[src/rtl/dmem_lsu_pkg.sv]
// Shared types for the data-memory load/store unit.
// Memory bus bundles, tracker entry layout, byte-lane and counter helpers.
package dmem_lsu_pkg;

  localparam int tag_max_lp = 16;

  typedef struct packed {
    logic [31:0] write_data;
    logic        valid;
    logic        wen;
    logic        byte_not_word;
    logic        yumi;
  } mem_in_s;

  typedef struct packed {
    logic [31:0] read_data;
    logic        valid;
    logic        yumi;
  } mem_out_s;

  // Tag is stored at its maximum width; the LSU uses the low bits.
  typedef struct packed {
    logic [tag_max_lp-1:0] tag;
    logic                  wen;
    logic                  byte_op;
    logic [1:0]            lane;
  } lsu_entry_s;

  function automatic logic [31:0] lane_extract(
    input logic [31:0] w,
    input logic [1:0]  lane
  );
    return {24'b0, w[8*lane +: 8]};
  endfunction

  function automatic logic [15:0] sat_inc(input logic [15:0] c);
    return (c == 16'hFFFF) ? c : c + 16'd1;
  endfunction

endpackage

[src/rtl/dmem_lsu_if.sv]
// Core-side request/response bundle of the LSU.
// slave: LSU side; master: core side.
interface dmem_lsu_if #(
  parameter int tag_width_p = 5
);
  logic                   req_valid_i;
  logic                   req_ready_o;
  logic                   req_wen_i;
  logic                   req_byte_i;
  logic [31:0]            req_addr_i;
  logic [31:0]            req_data_i;
  logic [tag_width_p-1:0] req_tag_i;
  logic                   resp_valid_o;
  logic [31:0]            resp_data_o;
  logic [tag_width_p-1:0] resp_tag_o;
  logic                   resp_is_load_o;
  logic                   resp_yumi_i;

  modport slave (
    input  req_valid_i, req_wen_i, req_byte_i,
    input  req_addr_i, req_data_i, req_tag_i,
    input  resp_yumi_i,
    output req_ready_o, resp_valid_o, resp_data_o,
    output resp_tag_o, resp_is_load_o
  );

  modport master (
    output req_valid_i, req_wen_i, req_byte_i,
    output req_addr_i, req_data_i, req_tag_i,
    output resp_yumi_i,
    input  req_ready_o, resp_valid_o, resp_data_o,
    input  resp_tag_o, resp_is_load_o
  );
endinterface

[src/rtl/lsu_tag_fifo.sv]
// In-order tracker of memory-acked requests awaiting response.
// push_i/data_i in, pop_i/data_o out, full_o/empty_o/count_o status.
module lsu_tag_fifo #(
  parameter  int width_p  = 8,
  parameter  int depth_p  = 4,
  localparam int ptr_w_lp = $clog2(depth_p),
  localparam int cnt_w_lp = $clog2(depth_p+1)
) (
  input  logic                clk,
  input  logic                reset,
  input  logic                push_i,
  input  logic [width_p-1:0]  data_i,
  input  logic                pop_i,
  output logic [width_p-1:0]  data_o,
  output logic                full_o,
  output logic                empty_o,
  output logic [cnt_w_lp-1:0] count_o
);

  logic [width_p-1:0]  mem_q [depth_p];
  logic [ptr_w_lp-1:0] wptr_q, wptr_d;
  logic [ptr_w_lp-1:0] rptr_q, rptr_d;
  logic [cnt_w_lp-1:0] cnt_q, cnt_d;

  always_comb begin
    wptr_d = wptr_q;
    rptr_d = rptr_q;
    cnt_d  = cnt_q;
    if (push_i) wptr_d = wptr_q + ptr_w_lp'(1);
    if (pop_i)  rptr_d = rptr_q + ptr_w_lp'(1);
    unique case (1'b1)
      push_i && !pop_i: cnt_d = cnt_q + cnt_w_lp'(1);
      pop_i && !push_i: cnt_d = cnt_q - cnt_w_lp'(1);
      default:          cnt_d = cnt_q;
    endcase
  end

  always_ff @(posedge clk) begin
    if (reset) begin
      wptr_q <= '0;
      rptr_q <= '0;
      cnt_q  <= '0;
    end else begin
      wptr_q <= wptr_d;
      rptr_q <= rptr_d;
      cnt_q  <= cnt_d;
    end
  end

  always_ff @(posedge clk) begin
    if (push_i) mem_q[wptr_q] <= data_i;
  end

  assign data_o  = mem_q[rptr_q];
  assign count_o = cnt_q;
  assign empty_o = (cnt_q == '0);
  assign full_o  = (cnt_q == cnt_w_lp'(depth_p));

endmodule

[src/rtl/dmem_lsu.sv]
// Load/store unit: one-entry issue register toward memory plus an
// in-order tag tracker that matches memory responses to requests.
// Ports: core (dmem_lsu_if.slave), to_mem_o/mem_addr_o, from_mem_i,
// outstanding_o, idle_o, err_o, loads_o, stores_o.
module dmem_lsu
  import dmem_lsu_pkg::*;
#(
  parameter  int depth_p     = 4,
  parameter  int tag_width_p = 5,
  localparam int cnt_w_lp    = $clog2(depth_p+1)
) (
  input  logic                clk,
  input  logic                reset,
  dmem_lsu_if.slave           core,
  output mem_in_s             to_mem_o,
  output logic [31:0]         mem_addr_o,
  input  mem_out_s            from_mem_i,
  output logic [cnt_w_lp-1:0] outstanding_o,
  output logic                idle_o,
  output logic                err_o,
  output logic [15:0]         loads_o,
  output logic [15:0]         stores_o
);

  logic                   iss_v_q, iss_v_d;
  logic                   iss_wen_q, iss_wen_d;
  logic                   iss_byte_q, iss_byte_d;
  logic [31:0]            iss_addr_q, iss_addr_d;
  logic [31:0]            iss_data_q, iss_data_d;
  logic [tag_width_p-1:0] iss_tag_q, iss_tag_d;
  logic                   err_q, err_d;
  logic [15:0]            loads_q, loads_d;
  logic [15:0]            stores_q, stores_d;

  logic [cnt_w_lp-1:0] count;
  logic [cnt_w_lp:0]   occ_sum;
  logic                empty, full;
  logic                accept, push, pop, drain;
  lsu_entry_s          push_e, head_e;

  assign occ_sum = {1'b0, count} + (cnt_w_lp+1)'(iss_v_q);
  assign core.req_ready_o =
    !iss_v_q && (occ_sum < (cnt_w_lp+1)'(depth_p));
  assign accept = core.req_valid_i && core.req_ready_o;
  assign push   = from_mem_i.yumi && iss_v_q;

  assign push_e.tag     = tag_max_lp'(iss_tag_q);
  assign push_e.wen     = iss_wen_q;
  assign push_e.byte_op = iss_byte_q;
  assign push_e.lane    = iss_addr_q[1:0];

  lsu_tag_fifo #(
    .width_p($bits(lsu_entry_s)),
    .depth_p(depth_p)
  ) u_fifo (
    .clk    (clk),
    .reset  (reset),
    .push_i (push),
    .data_i (push_e),
    .pop_i  (pop),
    .data_o (head_e),
    .full_o (full),
    .empty_o(empty),
    .count_o(count)
  );

  assign core.resp_valid_o   = from_mem_i.valid && !empty;
  assign core.resp_tag_o     = head_e.tag[tag_width_p-1:0];
  assign core.resp_is_load_o = !head_e.wen;
  assign pop   = core.resp_yumi_i && core.resp_valid_o;
  // Unsolicited read data is consumed so memory is not stalled.
  assign drain = from_mem_i.valid && empty;

  always_comb begin
    core.resp_data_o = from_mem_i.read_data;
    unique case (1'b1)
      head_e.wen:
        core.resp_data_o = '0;
      !head_e.wen && head_e.byte_op:
        core.resp_data_o =
          lane_extract(from_mem_i.read_data, head_e.lane);
      default:
        core.resp_data_o = from_mem_i.read_data;
    endcase
  end

  always_comb begin
    iss_v_d    = iss_v_q;
    iss_wen_d  = iss_wen_q;
    iss_byte_d = iss_byte_q;
    iss_addr_d = iss_addr_q;
    iss_data_d = iss_data_q;
    iss_tag_d  = iss_tag_q;
    err_d      = err_q;
    loads_d    = loads_q;
    stores_d   = stores_q;
    if (accept) begin
      iss_v_d    = 1'b1;
      iss_wen_d  = core.req_wen_i;
      iss_byte_d = core.req_byte_i;
      iss_addr_d = core.req_addr_i;
      iss_data_d = core.req_data_i;
      iss_tag_d  = core.req_tag_i;
    end else if (push) begin
      iss_v_d = 1'b0;
    end
    if (drain || (from_mem_i.yumi && !iss_v_q)) err_d = 1'b1;
    if (pop && head_e.wen)  stores_d = sat_inc(stores_q);
    if (pop && !head_e.wen) loads_d  = sat_inc(loads_q);
  end

  always_ff @(posedge clk) begin
    if (reset) begin
      iss_v_q    <= 1'b0;
      iss_wen_q  <= 1'b0;
      iss_byte_q <= 1'b0;
      iss_addr_q <= '0;
      iss_data_q <= '0;
      iss_tag_q  <= '0;
      err_q      <= 1'b0;
      loads_q    <= '0;
      stores_q   <= '0;
    end else begin
      iss_v_q    <= iss_v_d;
      iss_wen_q  <= iss_wen_d;
      iss_byte_q <= iss_byte_d;
      iss_addr_q <= iss_addr_d;
      iss_data_q <= iss_data_d;
      iss_tag_q  <= iss_tag_d;
      err_q      <= err_d;
      loads_q    <= loads_d;
      stores_q   <= stores_d;
    end
  end

  assign to_mem_o.write_data    = iss_data_q;
  assign to_mem_o.valid         = iss_v_q;
  assign to_mem_o.wen           = iss_wen_q;
  assign to_mem_o.byte_not_word = iss_byte_q;
  assign to_mem_o.yumi          = pop || drain;
  assign mem_addr_o             = iss_addr_q;

  assign outstanding_o = count;
  assign idle_o        = !iss_v_q && (count == '0);
  assign err_o         = err_q;
  assign loads_o       = loads_q;
  assign stores_o      = stores_q;

  logic unused_full;
  assign unused_full = full;

endmodule
[src/flat_wrapper.sv]
// flat-port wrapper written by rule: the top's interface ports become plain ports
module dmem_lsu_flat import dmem_lsu_pkg::*;
#(
  parameter  int depth_p     = 4,
  parameter  int tag_width_p = 5,
  localparam int cnt_w_lp    = $clog2(depth_p+1)
)
  (clk, reset, to_mem_o, mem_addr_o, from_mem_i, outstanding_o, idle_o, err_o, loads_o, stores_o, core_req_valid_i, core_req_wen_i, core_req_byte_i, core_req_addr_i, core_req_data_i, core_req_tag_i, core_resp_yumi_i, core_req_ready_o, core_resp_valid_o, core_resp_data_o, core_resp_tag_o, core_resp_is_load_o);
  dmem_lsu_if #(.tag_width_p(tag_width_p)) core_i ();
  input  logic clk;
  input  logic reset;
  output mem_in_s to_mem_o;
  output logic [31:0] mem_addr_o;
  input  mem_out_s from_mem_i;
  output logic [cnt_w_lp-1:0] outstanding_o;
  output logic idle_o;
  output logic err_o;
  output logic [15:0] loads_o;
  output logic [15:0] stores_o;
  input wire logic [$bits(core_i.req_valid_i)-1:0] core_req_valid_i;
  input wire logic [$bits(core_i.req_wen_i)-1:0] core_req_wen_i;
  input wire logic [$bits(core_i.req_byte_i)-1:0] core_req_byte_i;
  input wire logic [$bits(core_i.req_addr_i)-1:0] core_req_addr_i;
  input wire logic [$bits(core_i.req_data_i)-1:0] core_req_data_i;
  input wire logic [$bits(core_i.req_tag_i)-1:0] core_req_tag_i;
  input wire logic [$bits(core_i.resp_yumi_i)-1:0] core_resp_yumi_i;
  output wire logic [$bits(core_i.req_ready_o)-1:0] core_req_ready_o;
  output wire logic [$bits(core_i.resp_valid_o)-1:0] core_resp_valid_o;
  output wire logic [$bits(core_i.resp_data_o)-1:0] core_resp_data_o;
  output wire logic [$bits(core_i.resp_tag_o)-1:0] core_resp_tag_o;
  output wire logic [$bits(core_i.resp_is_load_o)-1:0] core_resp_is_load_o;
  assign core_i.req_valid_i = core_req_valid_i;
  assign core_i.req_wen_i = core_req_wen_i;
  assign core_i.req_byte_i = core_req_byte_i;
  assign core_i.req_addr_i = core_req_addr_i;
  assign core_i.req_data_i = core_req_data_i;
  assign core_i.req_tag_i = core_req_tag_i;
  assign core_i.resp_yumi_i = core_resp_yumi_i;
  assign core_req_ready_o = core_i.req_ready_o;
  assign core_resp_valid_o = core_i.resp_valid_o;
  assign core_resp_data_o = core_i.resp_data_o;
  assign core_resp_tag_o = core_i.resp_tag_o;
  assign core_resp_is_load_o = core_i.resp_is_load_o;
  dmem_lsu #(.depth_p(depth_p), .tag_width_p(tag_width_p)) u_core (.clk(clk), .reset(reset), .core(core_i), .to_mem_o(to_mem_o), .mem_addr_o(mem_addr_o), .from_mem_i(from_mem_i), .outstanding_o(outstanding_o), .idle_o(idle_o), .err_o(err_o), .loads_o(loads_o), .stores_o(stores_o));
endmodule
[config.mk]
export PLATFORM = sky130hd
export DESIGN_NAME = dmem_lsu_flat
export DESIGN_NICKNAME = d
export VERILOG_FILES = /design/src/rtl/dmem_lsu_pkg.sv /design/src/rtl/dmem_lsu_if.sv /design/src/rtl/lsu_tag_fifo.sv /design/src/rtl/dmem_lsu.sv /design/src/flat_wrapper.sv
export SDC_FILE = /design/constraint.sdc
export NUM_CORES = 1
export LEC_CHECK = 0
export CORE_MARGIN = 4
export CORE_UTILIZATION = 47
export DETAILED_ROUTE_END_ITERATION = 12
export HOLD_SLACK_MARGIN = 0.15
export PLACE_DENSITY = 0.88
export SKIP_CTS_REPAIR_TIMING = 1
export SYNTH_ARGS = -nofsm -noshare
export SYNTH_HDL_FRONTEND = slang
export SYNTH_SLANG_ARGS = --single-unit
[constraint.sdc]
create_clock -name clk -period 4.19 [get_ports clk]
set_clock_uncertainty 0.2 [all_clocks]
set_input_delay 0.838 -clock clk [delete_from_list [all_inputs] [get_ports clk]]
set_output_delay 0.838 -clock clk [all_outputs]
set_load 0.01 [all_outputs]
### Word-level counts from Yosys, hierarchy flattened

Memory sizes are Yosys's and may differ from the RTL's. A register that Yosys moved wholly into a read port is not among the register bits.
Cells that the tools add are included.

| storage, ports and cells | value |
|---|---|
| memories | 1 |
| latch bits | 0 |
| bits in writable memories | 36 |
| ROM bits | 0 |
| logic and storage cells | 59 |
| output and inout port bits | 145 |
| register bits after elaboration | 112 |

| operators by class | value |
|---|---|
| divide/modulo/power cells | 0 |
| bitwise operators | 2 |
| add/sub/neg operators | 7 |
| multipliers | 0 |
| $lt $le $gt $ge | 1 |
| equality and inequality tests | 2 |
| reductions and logical operators | 25 |
| shift operators | 1 |
| mux-type cells | 8 |

Memories:

| name | depth | bits a word | read ports | clocked after Yosys merged registers in | wr ports | line | text |
|---|---|---|---|---|---|---|---|
| u_core.u_fifo.mem_q | 4 | 9 | 1 | 1 | 1 | lsu_tag_fifo.sv:20 | `logic [width_p-1:0] mem_q [depth_p];` |

Operators by type and width:

| cell | count |
|---|---|
| 32-bit one-hot mux with 2 select lines | 1 |
| 16-bit by 1-bit adder with 16-bit output, second input constant | 2 |
| 16-bit equality test, second input constant | 2 |
| 32-bit by 6-bit variable part select with 8-bit output | 1 |
| 1-bit logical AND | 13 |
| 3-bit one-hot mux with 2 select lines | 1 |
| 1-bit logical NOT | 5 |
| 2-bit by 1-bit adder with 2-bit output, second input constant | 2 |
| 3-bit by 1-bit adder with 4-bit output | 1 |
| 4-bit by 3-bit < comparator with 1-bit output, second input constant | 1 |
| 1-bit 2-to-1 mux | 4 |
| 2-bit 2-to-1 mux | 2 |
| 2-bit AND reduction | 2 |
| 2-bit nonzero test | 2 |
| 3-bit by 1-bit adder with 3-bit output, second input constant | 1 |
| 3-bit logical NOT | 1 |
| 3-bit by 1-bit subtractor with 3-bit output, second input constant | 1 |
| 1-bit logical OR | 2 |
| 1-bit NOT | 2 |

### Longest topological paths before layout

Gate-level depths: netlist (run 1).

| logic depth | value |
|---|---|
| word-level depth | 7 |
| mapped depth | 8 |

### Hierarchy

Synthesis (run 1) repeated with hierarchy kept, for this count alone.

| second synthesis, totals | value |
|---|---|
| cell total of the unflattened synthesis | 731 |
| area, all modules | 7991.4 um^2 |

By module, submodules not included:

| module | sequential area each (um^2) | instances | area each (um^2) | cells an instance |
|---|---|---|---|---|
| dmem_lsu | 2102.0 | 1 | 4672.0 | 580 |
| lsu_tag_fifo | 2582.5 | 1 | 3319.4 | 151 |

### Worst setup path after synthesis (run 1)

OpenSTA, ideal clock, no wires.

| timing | value |
|---|---|
| kind | reg-to-output |
| from | reg (tool-made name) |
| to | out core_resp_data_o[6] |
| arrival time | 1792 ps |
| data required time | 3152 ps |
| cell stages (with the launch flop) | 9 |
| path slack | 1360 ps |
| cell sequence | dfxtp_1 -> buf_2 -> mux2i_1 -> mux2_2 -> buf_2 -> buf_2 -> mux2i_1 -> mux2i_1 -> a22o_1 |

RTL lines:

| item | line | text |
|---|---|---|
| end, declared | flat_wrapper.sv:29 | `output wire logic [$bits(core_i.resp_data_o)-1:0] core_resp_data_o;` |

==> parameters.txt, run 1 <==
Parameter                              Value

STA
  Number of hold violations in the final report    0
  RSZ-0062 raised after global routing    no
  Time the final worst path needs with I/O delays and setup    3.87 ns
  Smallest setup slack after layout    0.319 ns
  Finish-stage setup viols    0
  Period Utilization, post-route    0.924
  Highest attainable clock frequency    258 MHz
  Number of pins with negative max-slew slack in the final report    0
  Slew of the pin with the lowest slew margin    1.01 ns
  Relative slew slack    0.326
  Setup TNS Final    0 ns
  Worst slack on hold paths    0.252 ns

Cells and area
  Net count reported at finish    1026
  Non-filler instance count after layout    1096
  Layout overhead on the synthesized area    48.4%
  Layout Utilization    0.718
  Fraction of layout cells with a size suffix above 1    0.0576
  Number of diodes    0
  Finished layout cell area    0.00954 mm²

Floorplan
  Die X-Extent    125 µm
  Core Box Area    0.0133 mm²
  Initial core utilization    0.484
  Number of placement rows    42
  Area of the die    0.0156 mm²
  Die H    125 µm
  I/O pin count    254

Power
  Comb pwr share    0.142
  Total design power    3.34 mW
  Portion of total power attributed to the clock network    0.388
  Worst vdd ir    0.000337 V
  P per Cell Area    350 mW/mm²
  Switching pwr    780 µW
  Relative contribution of sequential cells to total power    0.470
  Switching portion of total power    0.234
  Internal Pwr Total    2.56 mW
  Reported leakage power    3.41 nW

Setup path
  CP dominant cell by count    mux2i_1
  Cell-by-cell listing of the critical path    mux2i_1 > mux2_2 > mux2i_1 > mux2i_1 > a22o_1 > clkdlybuf4s50_1
  Startpoint Class    flip-flop
  Required @ worst endpoint    3.15 ns
  Cell family contributing the most delay on the critical path    multiplexers
  Buffering stage count on the worst path with inverters included    1
  Worst setup path category    reg2out
  Critical Path Max Stage Delay    0.61 ns
  Critical-path maximum fanout    16
  Critical path's slowest cell    dfxtp_1
  CP endpoint kind    output port
  Arrival time at the worst endpoint    2.83 ns

Clocking
  Insertion delay to the later sink of the worst-skew pair    0.41 ns
  CTS H-tree depth    4
  Total clock buffers created by CTS    17
  TritonCTS clock tree    yes
  CTS Buffer Depth    2
  Root Buffer Master    clkbuf_16
  CTS clock-pin slew for the worst setup and hold paths    0.06 ns
  Clock Sink Count    150

Synthesis
  Yosys warning total    0
  Mapped Area    0.00643 mm²
  Number of enable flip-flop cells after synthesis    36
  Unique masters post-synth    52
  Flip-flop and latch count after synthesis    150
  Synthesized area per cell    9.54 µm²
  Synthesized netlist net count    791
  Seq/Total Area, Yosys    0.523
  Ys flop type    dfxtp_1
  Cell count after synthesis    674
  Async set-or-reset flop fraction in the synthesized netlist    0

Flow run
  Max-capacitance violation count    0

Routing
  Drt total wl    18.2 mm
  Average detailed-routed wire length per instance    16.6 µm
  Total number of vias    5716
  Antenna violation net count after detailed routing    0
  Detailed Routing Iterations Pass 1    4
  Detailed Route Iter0 Violations    248
  Total DRC errors in the routed layout    0
  Vias per Instance    5.22

GRT
  Pin count of the biggest net entering global routing    97
  First-pass GRT wire length    28.3 mm
  Overflow after GRT    0
  Initial antenna violation count    0
  Number of global-route vias before repair    5541
  Global-route usage over all layers    0.226

Placed design
  Dpl hpwl    13.3 mm
  # placed instances    1066
  Port Buffers    253
  Post-place setup slack    0.741 ns
  RD Place Congestion    0.951
  Placed inst area    0.00905 mm²

Worst hold path
  Worst min-delay path class    reg2reg

Outcome
  Run status    complete, no violations
logic make-up after synthesis:
| group | count (synthesis) | synth area share |
|---|---|---|
| buffers and inverters | 59 | 0.0387 |
| flip-flops | 150 | 0.523 |
| adder cells (fa/ha/maj) | 8 | 0.0167 |
| multiplexers | 39 | 0.0792 |
| AND/OR/NAND/NOR | 278 | 0.197 |
| AO/OA/AOI/OAI | 112 | 0.107 |
| XOR/XNOR | 28 | 0.0381 |
power by group through the flow:
stage,clock network [mW],registers [mW],logic (mW)
after detailed placement,0,1.60,0.474
after floorplan,0,1.61,0.182
after global placement,0,1.60,0.468
final,1.29,1.57,0.474
after CTS,1.32,1.57,0.478
after global routing,1.38,1.58,0.511
path summary, 6_finish.rpt:
kind,end,from,slack (ns),depth (start not counted)
worst min-delay path,u_core.mem_addr_o[13],u_core.mem_addr_o[13],0.25,2
worst max-delay path,core_resp_data_o[0],flip-flop,0.32,6
worst max register to register,u_core.loads_o[13],flip-flop,1.53,5
worst min register to register,u_core.mem_addr_o[13],u_core.mem_addr_o[13],0.25,2
cells in the final DEF, fill, tap and decap left out, types with 3 or more instances in the layout:
cell	instances
nor4_2	3
nor2_1	40
and2_1	24
and4_1	5
nand4_1	5
nor4_1	7
xor2_1	3
nor2b_1	3
clkdlybuf4s50_1	252
buf_4	9
nor3_1	6
clkbuf_16	17
edfxtp_1	36
and3_1	6
ha_1	7
inv_1	14
xnor2_1	25
mux4_2	5
dfxtp_1	114
a211oi_1	7
a21oi_1	82
clkinv_2	6
a22o_1	8
nand3_1	14
mux2i_1	28
mux4_1	3
nand2_1	156
clkbuf_1	5
area by class of cell:
type	instances	area, µm²
Clock buffer	23	458
Clock inverter	7	36.3
Fill cell	983	3750
Inverter	14	52.6
Multi-Input combinational cell	465	2820
Sequential cell	150	3360
Tap cell	176	220
Timing Repair Buffer	261	2590
synth_stat cells, drive strengths merged (2+ instances only):
cell type / count / share of area
a211oi: 7 / 0.0082
nand3: 15 / 0.012
inv: 14 / 0.0082
nor2: 40 / 0.023
nor3: 6 / 0.0047
a2111oi: 4 / 0.0093
a22o: 8 / 0.011
and4: 5 / 0.0068
nor2b: 3 / 0.0029
nor4: 10 / 0.013
mux4: 8 / 0.030
nand2b: 2 / 0.0031
and2: 25 / 0.024
and3: 6 / 0.0058
clkbuf: 34 / 0.020
buf: 11 / 0.011
mux2: 3 / 0.0058
xnor2: 25 / 0.034
nand4: 5 / 0.0049
a21oi: 82 / 0.064
a21o: 2 / 0.0023
edfxtp: 36 / 0.17
dfxtp: 114 / 0.36
xor2: 3 / 0.0041
ha: 7 / 0.014
mux2i: 28 / 0.044
nand2: 157 / 0.092
tightest hold or removal path, cell delays in order (launching register included):
cell	delay (ns)
dfxtp_1	0.30
nand2_1	0.05
a21oi_1	0.05
layer usage:
metal	GRT usage	wire [µm]	vias to the layer above
met5	0	0	-
met1	0.245	7090	2668
met4	0.0861	419	0
met2	0.390	8890	227
li1	-	-	2790
met3	0.100	1760	31
sequential cells by signal, summed over array words and instances, names as in the netlist, 2 cells and up, named ones only:
name	count
u_core.u_fifo.count_o	3
u_core.mem_addr_o	32
u_core.iss_tag_q	5
u_core.iss_data_q	32
u_core.u_fifo.wptr_q	2
u_core.stores_o	16
u_core.loads_o	16
u_core.u_fifo.mem_q	36
u_core.u_fifo.rptr_q	2
(Power assumes the default switching activity.)
==> inputs of run 2 (changes only) <==
- CORE_MARGIN: 4 -> 2
- CTS_BUF_LIST: unset -> sky130_fd_sc_hd__clkbuf_4 sky130_fd_sc_hd__clkbuf_8 sky130_fd_sc_hd__clkbuf_16
- GPL_TIMING_DRIVEN: unset -> 0
==> parameters.txt, run 2 (synthesis results as in run 1) <==
Parameter                              Value

Outcome
  Run status    complete, no violations

GRT
  Initial antenna violation count    0 (unchanged)
  First-pass GRT wire length    28.7 mm (+1.3%)
  Number of global-route vias before repair    5788 (+4.5%)
  Overflow after GRT    0 (unchanged)
  Global-route usage over all layers    0.254 (+0.0281)
  Pin count of the biggest net entering global routing    17 (-82%)

Setup path
  Required @ worst endpoint    3.15 ns (about the same)
  Worst setup path category    reg2out
  R2R setup slack    1.76 ns (+0.23 ns)
  Critical-path maximum fanout    10 (-6)
  CP endpoint kind    output port
  Arrival time at the worst endpoint    2.95 ns (+0.12 ns)
  Startpoint Class    flip-flop

Routing
  Total number of vias    5943 (+4.0%)
  Drt total wl    18.6 mm (+2.6%)
  Detailed Routing Iterations Pass 1    5 (+1)
  Detailed Route Iter0 Violations    296 (+19%)
  Antenna violation net count after detailed routing    0 (unchanged)
  Total DRC errors in the routed layout    0 (unchanged)
  Vias per Instance    5.24 (+0.49%)
  Average detailed-routed wire length per instance    16.4 µm (-0.84%)

STA
  Highest attainable clock frequency    251 MHz (-3.0%)
  Period Utilization, post-route    0.952 (+0.0283)
  Number of hold violations in the final report    0 (unchanged)
  Time the final worst path needs with I/O delays and setup    3.99 ns (+0.118 ns)
  Number of pins with negative max-slew slack in the final report    0 (unchanged)
  Relative slew slack    0.468 (+0.142)
  RSZ-0062 raised after global routing    no
  Slew of the pin with the lowest slew margin    0.788 ns (-0.223 ns)
  Finish-stage setup viols    0 (unchanged)
  Smallest setup slack after layout    0.200 ns (-0.118 ns)
  Setup TNS Final    0 ns (unchanged)

Flow run
  Max-capacitance violation count    0 (unchanged)

Placed design
  Dpl hpwl    13.8 mm (+4.2%)
  Post-place setup slack    0.526 ns (-0.215 ns)
  Port Buffers    252 (-0.40%)
  RD Place Congestion    0.964 (+1.4%)
  Placed inst area    0.00917 mm² (+1.4%)

Cells and area
  Most common library cell in the layout ignoring fill and taps    clkdlybuf4s50_1
  Largest Register    u_core.u_fifo.mem_q
  Number of diodes    0 (unchanged)
  Finished layout cell area    0.00981 mm² (+2.8%)
  Layout Utilization    0.738 (+0.0204)
  Layout overhead on the synthesized area    52.6%
  Max reg flops    36 (unchanged)
  Fraction of layout cells with a size suffix above 1    0.0637 (+0.00607)
  Most used cells in the layout excluding fill and tap cells    clkdlybuf4s50_1 (252), nand2_1 (157), dfxtp_1 (114)
  Net count reported at finish    1062 (+3.5%)

Power
  Switching pwr    856 µW (+9.8%)
  Switching portion of total power    0.234 (+0.000815)
  Comb pwr share    0.136 (-0.006)
  Worst vdd ir    0.000347 V (+2.9%)
  P per Cell Area    372 mW/mm² (+6.3%)
  Total design power    3.65 mW (+9.4%)
  Relative contribution of sequential cells to total power    0.429 (-0.041)
  Internal Pwr Total    2.80 mW (+9.3%)
  Reported leakage power    3.52 nW (+3.4%)
  Portion of total power attributed to the clock network    0.435 (+0.047)

Clocking
  Clock Sink Count    150 (unchanged)
  CTS clock-pin slew for the worst setup and hold paths    0.06 ns (about the same)
  Insertion delay to the later sink of the worst-skew pair    0.41 ns (about the same)
  Total clock buffers created by CTS    17 (unchanged)
  CTS H-tree depth    4 (unchanged)
  CTS Buffer Depth    2 (unchanged)
  TritonCTS clock tree    yes
  Root Buffer Master    clkbuf_16

Floorplan
  Core Box Area    0.0133 mm² (unchanged)
  Die X-Extent    121 µm (-3.2%)
  I/O pin count    254 (unchanged)
  Area of the die    0.0146 mm² (-6.3%)
  Initial core utilization    0.484 (unchanged)
  Die H    121 µm (-3.2%)
  Number of placement rows    42 (unchanged)

Worst hold path
  Worst min-delay path class    reg2reg
run 2: routing by layer:
metal	global-route usage	routed length [µm]	share of wire
met1	0.263	6860	0.37
met2	0.450	9300	0.50
met3	0.0926	1730	0.093
met4	0.124	743	0.040
met5	0	0	0
run 2: power by group through the flow:
stage,Combinational (mW),Clock (mW),Sequential [mW]
2_1_floorplan,0.182,0,1.61
3_3_place_gp,0.484,0,1.59
3_5_place_dp,0.492,0,1.60
4_1_cts,0.497,1.61,1.57
5_1_grt,0.534,1.67,1.57
6_report,0.495,1.59,1.57
run 2: metrics by stage:
stage / hold WS, ns / std cells
final: 0.251 / 1134
after global routing: 0.268 / 1134
after CTS: 0.254 / 1134
after detailed placement: 0.246 / 1102
after global placement: 0.240 / 1102
after floorplan: 0.260 / 674
run 2: path summary, 6_finish.rpt:
kind	cells after the start	end	from
setup reg to reg	6	u_core.loads_o[13]	flip-flop
setup / recovery	9	core_resp_data_o[7]	flip-flop
hold / removal	2	u_core.mem_addr_o[7]	u_core.mem_addr_o[7]
hold reg to reg	2	u_core.mem_addr_o[7]	u_core.mem_addr_o[7]
run 2: area by class of cell:
| cell class | count | area (µm²) |
|---|---|---|
| clock inverters | 12 | 136 |
| repair buffers | 252 | 2520 |
| plain buffers | 45 | 200 |
| flip-flops and latches | 150 | 3360 |
| fillers | 951 | 3480 |
| multi-input cells | 465 | 2820 |
| clock buffers | 20 | 500 |
| well taps | 176 | 220 |
| inverters | 14 | 52.6 |
run 2: critical path: stages, from the launching register on:
cell	delay [ns]
dfxtp_1	0.31
buf_2	0.26
mux2i_1	0.21
mux2_2	0.16
buf_2	0.23
buf_4	0.27
mux2i_1	0.29
mux2i_1	0.11
a22o_1	0.22
clkdlybuf4s50_1	0.47
==> inputs of run 3 (changes only) <==
- CORE_MARGIN: 2 -> 5
- CORE_UTILIZATION: 47 -> 51
- PLACE_DENSITY: 0.88 -> 0.89
- SYNTH_HIERARCHICAL: unset -> 1
==> parameters.txt, run 3 <==
Parameter                              Value

Power
  P per Cell Area    379 mW/mm² (+1.7%)
  Total design power    3.71 mW (+1.6%)
  Worst vdd ir    0.000271 V (-22%)
  Reported leakage power    3.42 nW (-3.0%)

Setup path
  Cell-by-cell listing of the critical path    buf_6 > mux4_2 > clkbuf_1 > mux4_2 > mux2i_1 > nor2_1 > clkdlybuf4s50_1
  Critical Path Max Stage Delay    0.50 ns (+0.03 ns)
  Startpoint Class    flip-flop
  Required @ worst endpoint    3.15 ns (about the same)
  CP endpoint kind    output port
  R2R cell count    7 (+1)
  Critical path's slowest cell    mux4_2
  Arrival time at the worst endpoint    3.01 ns (+0.06 ns)
  Critical-path maximum fanout    8 (-2)
  CP dominant cell by count    mux4_2
  Worst setup path category    reg2out

GRT
  Initial antenna violation count    0 (unchanged)
  Global-route usage over all layers    0.269 (+0.0156)
  Pin count of the biggest net entering global routing    17 (unchanged)
  Overflow after GRT    0 (unchanged)
  Number of global-route vias before repair    5980 (+3.3%)
  First-pass GRT wire length    30.8 mm (+7.4%)

Routing
  Antenna violation net count after detailed routing    0 (unchanged)
  Routed metal-1 wirelength    7.50 mm (+9.3%)
  Met3 Routed Length    1.73 mm (about the same)
  Vias per Instance    5.46 (+4.2%)
  Detailed Route Iter0 Violations    370 (+25%)
  Detailed Routing Iterations Pass 1    5 (unchanged)
  Drt total wl    20.5 mm (+9.9%)
  Total number of vias    6159 (+3.6%)
  Total DRC errors in the routed layout    0 (unchanged)
  Routed wl met2    10.6 mm (+14%)
  Uppermost signal routing layer after detailed routing    met4
  Average detailed-routed wire length per instance    18.1 µm (+10%)

STA
  RSZ-0062 raised after global routing    no
  Relative slew slack    0.308 (-0.160)
  Slew of the pin with the lowest slew margin    1.03 ns (+0.241 ns)
  Worst slack on hold paths    0.254 ns (+0.00255 ns)
  Finish-stage setup viols    0 (unchanged)
  Period Utilization, post-route    0.966 (+0.0141)
  Time the final worst path needs with I/O delays and setup    4.05 ns (+0.0592 ns)
  Highest attainable clock frequency    247 MHz (-1.5%)
  Number of pins with negative max-slew slack in the final report    0 (unchanged)
  Number of hold violations in the final report    0 (unchanged)

Floorplan
  Die H    122 µm (+0.97%)
  Number of placement rows    41 (-2.4%)
  I/O pin count    254 (unchanged)
  Die X-Extent    122 µm (+0.97%)
  Area of the die    0.0149 mm² (+2.0%)
  Core Box Area    0.0125 mm² (-6.2%)
  Initial core utilization    0.514 (+0.0309)

Placed design
  Placed inst area    0.00916 mm² (-0.12%)
  RD Place Congestion    0.861 (-11%)
  # placed instances    1099 (-0.27%)
  Port Buffers    253 (+0.40%)
  Dpl hpwl    15.2 mm (+9.6%)

Clocking
  CTS H-tree depth    4 (unchanged)
  CTS clock-pin slew for the worst setup and hold paths    0.06 ns (about the same)
  Insertion delay to the later sink of the worst-skew pair    0.42 ns (about the same)
  CTS Buffer Depth    2 (unchanged)
  TritonCTS clock tree    yes
  Clock Sink Count    150 (unchanged)
  Root Buffer Master    clkbuf_16
  Total clock buffers created by CTS    17 (unchanged)

Synthesis
  Synthesized netlist net count    791 (unchanged)
  Yosys warning total    6 (+6)
  Mapped Area    0.00641 mm² (-0.25%)
  Synthesized area per cell    9.51 µm² (-0.25%)
  Cell count after synthesis    674 (unchanged)

Cells and area
  Fraction of layout cells with a size suffix above 1    0.0722 (+0.00850)
  Max reg flops    36 (unchanged)
  Finished layout cell area    0.00980 mm² (-0.15%)
  Layout overhead on the synthesized area    52.8%
  Most used cells in the layout excluding fill and tap cells    clkdlybuf4s50_1 (253), nand2_1 (164), dfxtp_1 (114)
  Most common library cell in the layout ignoring fill and taps    clkdlybuf4s50_1
  Net count reported at finish    1060 (-0.19%)
  Largest Register    u_core/u_fifo/mem_q
  Non-filler instance count after layout    1128 (-0.53%)
  Layout Utilization    0.786 (+0.0479)
  Number of diodes    0 (unchanged)

Outcome
  Run status    complete, no violations

Worst hold path
  Worst min-delay path class    reg2reg
  Cell count of the worst hold path    2 (unchanged)

Flow run
  Max-capacitance violation count    0 (unchanged)
run 3: report_power, final:
part / leakage (nW) / internal (mW) / switching, mW
logic: 1.86 / 0.279 / 0.225
clock network: 0.299 / 1.02 / 0.617
registers: 1.26 / 1.53 / 0.0348
total: 3.42 / 2.83 / 0.878
run 3: critical path, delay by kind of cell, from the launching register on:
kind	cells	cell delay, ns
simple gates	1	0.07
mux	3	1.18
flops	1	0.39
buf+inv	3	0.95
run 3: area by class of cell:
| class | instances | area (µm²) |
|---|---|---|
| buffer | 40 | 191 |
| clock buffer | 18 | 439 |
| clock inverter | 14 | 199 |
| fill | 818 | 2670 |
| inverter | 12 | 45.0 |
| multi-input combinational | 469 | 2810 |
| sequential | 150 | 3360 |
| tap | 172 | 215 |
| timing repair buffer | 253 | 2530 |
run 3: worst paths after layout:
check	end	slack, ns	startpoint
max	core_resp_data_o[7]	0.14	flip-flop
min	u_core/mem_addr_o[31]	0.25	u_core/mem_addr_o[31]
max reg2reg	u_core/loads_o[11]	0.84	flip-flop
min reg2reg	u_core/mem_addr_o[31]	0.25	u_core/mem_addr_o[31]
run 3: metal layers:
| layer | up-vias | GRT usage |
|---|---|---|
| met5 | - | 0 |
| met4 | 0 | 0.119 |
| met3 | 47 | 0.0729 |
| met2 | 273 | 0.481 |
| met1 | 2930 | 0.300 |
| li1 | 2909 | - |
run 3: per-stage QoR:
stage | setup WS (ns) | TNS (ns)
2_1_floorplan | 1.28 | 0
3_3_place_gp | 0.324 | 0
3_5_place_dp | 0.229 | 0
4_1_cts | -0.241 | -3.34
5_1_grt | 0.0387 | 0
6_report | 0.141 | 0
